[src/rtl/pipe_buf_memwb_p.sv]
// Parametrised MEM/WB pipeline buffer: DEPTH stages with stall, flush, valid tracking and occupancy.
// Optional stall-cycle counter on the StallCnt port when STALL_CNT_EN is defined.
module pipe_buf_memwb_p #(
    parameter int unsigned S     = 15,
    parameter int unsigned B     = 7,
    parameter int unsigned F     = 3,
    parameter int unsigned C     = 3,
    parameter int unsigned DEPTH = 1,
    parameter int unsigned CW    = 15
) (
    input  logic         clk,
    input  logic         rst,
    input  logic [S:0]   InWord,
    input  logic [B:0]   InByte,
    input  logic [C:0]   InCtrl,
    input  logic [F:0]   ForwardIn,
    input  logic         Stall,
    input  logic         Flush,
    output logic [S:0]   OutWord,
    output logic [B:0]   OutByte,
    output logic [F:0]   ForwardOut,
    output logic [C:0]   WB,
    output logic         OutValid,
    output logic [2:0]   Occ
`ifdef STALL_CNT_EN
    ,
    output logic [CW:0]  StallCnt
`endif
);

    localparam int unsigned OCC_W = 3;

    generate
        if (DEPTH < 1 || DEPTH > 4) begin : g_bad_depth
            $error("pipe_buf_memwb_p: DEPTH must be in 1..4");
        end
    endgenerate

    logic [S:0]       word_q [DEPTH];
    logic [B:0]       byte_q [DEPTH];
    logic [F:0]       fwd_q  [DEPTH];
    logic [C:0]       ctrl_q [DEPTH];
    logic [DEPTH-1:0] valid_q;
    logic [DEPTH-1:0] valid_d;
    logic [OCC_W-1:0] occ_q;
    logic [OCC_W-1:0] occ_d;
    logic             in_valid;

    // A zero control field marks a bubble.
    assign in_valid = |InCtrl;

    // Valid bits and occupancy after a load edge.
    always_comb begin
        valid_d = valid_q;
        for (int k = int'(DEPTH) - 1; k > 0; k--) begin
            valid_d[k] = valid_q[k-1];
        end
        valid_d[0] = in_valid;
        occ_d = '0;
        for (int k = 0; k < int'(DEPTH); k++) begin
            occ_d = occ_d + OCC_W'(valid_d[k]);
        end
    end

    always_ff @(posedge clk) begin
        if (!rst || Flush) begin
            for (int k = 0; k < int'(DEPTH); k++) begin
                word_q[k] <= '0;
                byte_q[k] <= '0;
                fwd_q[k]  <= '0;
                ctrl_q[k] <= '0;
            end
            valid_q <= '0;
            occ_q   <= '0;
        end else if (!Stall) begin
            for (int k = int'(DEPTH) - 1; k > 0; k--) begin
                word_q[k] <= word_q[k-1];
                byte_q[k] <= byte_q[k-1];
                fwd_q[k]  <= fwd_q[k-1];
                ctrl_q[k] <= ctrl_q[k-1];
            end
            word_q[0] <= in_valid ? InWord    : '0;
            byte_q[0] <= in_valid ? InByte    : '0;
            fwd_q[0]  <= in_valid ? ForwardIn : '0;
            ctrl_q[0] <= InCtrl;
            valid_q   <= valid_d;
            occ_q     <= occ_d;
        end
    end

    assign OutWord    = word_q[DEPTH-1];
    assign OutByte    = byte_q[DEPTH-1];
    assign ForwardOut = fwd_q[DEPTH-1];
    assign WB         = ctrl_q[DEPTH-1];
    assign OutValid   = valid_q[DEPTH-1];
    assign Occ        = occ_q;

`ifdef STALL_CNT_EN
    localparam int unsigned CNT_W = CW + 1;

    logic [CW:0] stall_cnt_q;

    // Saturating count of stalled edges; a flush edge is not a stall.
    always_ff @(posedge clk) begin
        if (!rst) begin
            stall_cnt_q <= '0;
        end else if (Stall && !Flush && stall_cnt_q != '1) begin
            stall_cnt_q <= stall_cnt_q + CNT_W'(1);
        end
    end

    assign StallCnt = stall_cnt_q;
`endif

endmodule
[config.mk]
export PLATFORM = sky130hd
export DESIGN_NAME = pipe_buf_memwb_p
export DESIGN_NICKNAME = d
export VERILOG_FILES = /design/src/rtl/pipe_buf_memwb_p.sv
export SDC_FILE = /design/constraint.sdc
export NUM_CORES = 1
export LEC_CHECK = 0
export BUFFER_PORTS_ARGS = -buffer_cell sky130_fd_sc_hd__buf_2
export CAP_MARGIN = 5
export CORE_MARGIN = 1.5
export CORE_UTILIZATION = 41
export DETAILED_ROUTE_END_ITERATION = 8
export PLACE_DENSITY = 0.71
export SETUP_SLACK_MARGIN = 0.05
export SLEW_MARGIN = 25
export SYNTH_ARGS = -nofsm -noshare
export SYNTH_HDL_FRONTEND = slang
export SYNTH_SLANG_ARGS = --single-unit
[constraint.sdc]
create_clock -name clk -period 1.6 [get_ports clk]
set_input_delay 0.16 -clock clk [delete_from_list [all_inputs] [get_ports clk]]
set_output_delay 0.16 -clock clk [all_outputs]
set_load 0.01 [all_outputs]
==> impl_metrics.json <==
{
  "cp.required_ps": 1760,
  "path_delay_family": "simple AND/OR/NAND/NOR gates",
  "drc_errors": 0,
  "grt_pass1_wl_mm": 4.485,
  "drtIter0Drc": 59,
  "setup-violations-final": 0,
  "viasPerCell": 4.703,
  "grt_usage": 0.1521,
  "overflow": 0,
  "pwr-share-clk": 0.257,
  "max_freq_mhz": 913.2,
  "cts-root-buf": "clkbuf_4",
  "yosysSeqAreaShare": 0.6594,
  "worst_ir_drop_vdd_uv": 503.8,
  "clk_pin_slew_ps": 90,
  "antenna_found_initial": 0,
  "arrival_ps": 1250,
  "avgSynthCellArea_um2": 17.50,
  "switchingPower_uw": 377.2,
  "setup_tns_ps": 0,
  "ys_types": 15,
  "slew_violations": 0,
  "io_pins": 72,
  "die_w_um": 63.24,
  "rsz0062_at_grt": "no",
  "pwr-share-comb": 0.123,
  "grt_pass1_vias": 970,
  "finalWirelength_mm": 2.769,
  "dieArea_um2": 3999,
  "drive_gt1_frac": 0.6731,
  "power.internal_uw": 1254,
  "swShare": 0.2313,
  "rrSetupSlack_ps": 970,
  "portBuffers": 69,
  "skew_ps": 0,
  "num_vias": 950,
  "clock_path_buffers": 2,
  "rows": 21,
  "startpoint_type": "input port",
  "finalCritPeriodShare": 0.6844,
  "floorplan.initialDensity": 0.4355,
  "drv_cap": 0,
  "syn_area_um2": 1488,
  "die_h_um": 63.24,
  "dp_hpwl_mm": 1.937,
  "cts.hold.buffers_added": 0,
  "yosys_warnings": 0,
  "hold_viol": 0,
  "ant_nets": 0,
  "grt_max_degree": 34,
  "post-route-min-period_ps": 1095,
  "clkLatencyLatePin_ps": 320,
  "cp_cell_sequence": "buf_2, or3b_2, buf_4, nor3b_1",
  "critPathCaptureType": "register",
  "crit_path_max_fanout": 19,
  "cts_buffers": 5,
  "syn2layout_area_growth_pct": 27.17,
  "final_nets": 192,
  "cts_resized": 0,
  "critPathMaxStageDelay_ps": 510,
  "wl_per_cell_um": 13.71,
  "total_power_uw": 1631,
  "gp_congestion": 0.6467,
  "synthCells": 85,
  "whs_ps": 151.7,
  "p_leak_uw": 0.0008539,
  "clock_sinks": 33,
  "p_seq_frac": 0.620,
  "cts_setup_buffers": 0,
  "slowest_stage": "or3b_2",
  "fp.coreArea_um2": 3416,
  "critical_path_class": "in2reg",
  "hp-class": "in2reg",
  "powerDensity_nw_per_um2": 862.1,
  "cts_tree": "done",
  "drtPass1Iterations": 4,
  "synth-seq-cells": 33,
  "antennaDiodeCount": 0,
  "status": "finished clean",
  "htreeDepth": 2,
  "path_buf_inv": 2
}
[metal layers]
layer  part of all wire  GRT usage  up-vias
met5                  0          0        -
met3               0.11    0.05714        7
met4              0.024    0.08967        0
met1               0.36     0.1680      437
li1                   -          -      444
met2               0.50     0.2500       62
[layout by cell type, fill, tap and decap left out, types with 2 or more instances in the layout]
master | netlist | final
clkbuf_4 | 0 | 5
edfxtp_1 | 32 | 32
buf_2 | 1 | 69
inv_1 | 5 | 5
nor3b_2 | 25 | 25
buf_4 | 4 | 3
nor2_1 | 4 | 4
conb_1 | 1 | 2
nor3b_1 | 3 | 3
[flip-flops by register name, indices dropped and copies added (netlist names)]
register and cells:
OutValid 1, ctrl_q 4, byte_q 8, word_q 16, fwd_q 4
[final timing paths]
| path | startpoint | endpoint | depth (start not counted) |
|---|---|---|---|
| min | InByte[5] | byte_q[0][5] | 2 |
| min reg2reg | OutValid | OutValid | 2 |
| max reg2reg | OutValid | OutValid | 2 |
| max | Stall | fwd_q[0][3] | 4 |
[metrics by stage]
| stage | worst slack (ps) | area (um^2) | cells | utilization |
|---|---|---|---|---|
| 6_report | 504.9 | 1892 | 202 | 0.5538 |
| 3_3_place_gp | 264.1 | 1847 | 195 | 0.5407 |
| 3_5_place_dp | 137.3 | 1847 | 195 | 0.5407 |
| 4_1_cts | 520.4 | 1892 | 202 | 0.5538 |
| 2_1_floorplan | 51.91 | 1491 | 86 | - |
| 5_1_grt | 502.3 | 1892 | 202 | 0.5538 |
[synthesized netlist by cell type (all sizes together)]
master	instances	area share
buf	10	0.066
conb	1	0.0025
nor4	1	0.0084
edfxtp	32	0.65
or3b	1	0.0059
inv	5	0.013
nor3b	28	0.23
nor2	4	0.010
o22ai	1	0.0042
nand3b	1	0.0050
dfxtp	1	0.013
[cells by family after synthesis]
logic type,Yosys count,synth area share
AND/OR/NAND/NOR,35,0.2548
flip-flops,33,0.6594
buffers and inverters,15,0.07906
AO/OA/AOI/OAI,1,0.004208
other,1,0.002521
[worst register-to-register path, delay by kind of cell (launching register included)]
kind            cells  cell delay [ps]
compound gates      1              150
flops               1              370
buf+inv             1               50
[final cells by class]
cell class | count | area [um^2]
Clock buffer | 6 | 41.29
Timing Repair Buffer | 73 | 387.9
Inverter | 5 | 18.77
Sequential cell | 33 | 980.9
Fill cell | 294 | 1524
Multi-Input combinational cell | 38 | 401.6
Tap cell | 46 | 57.56
Clock inverter | 1 | 3.754
[power groups by stage]
| stage | Clock, uW | Sequential, uW | Combinational (uW) |
|---|---|---|---|
| after floorplan | 0 | 1060 | 78.1 |
| after global placement | 0 | 1030 | 198 |
| after detailed placement | 0 | 1030 | 202 |
| after CTS | 436 | 1010 | 203 |
| after global routing | 472 | 1020 | 219 |
| final | 419 | 1010 | 201 |
Power figures use the tool's default switching activity.
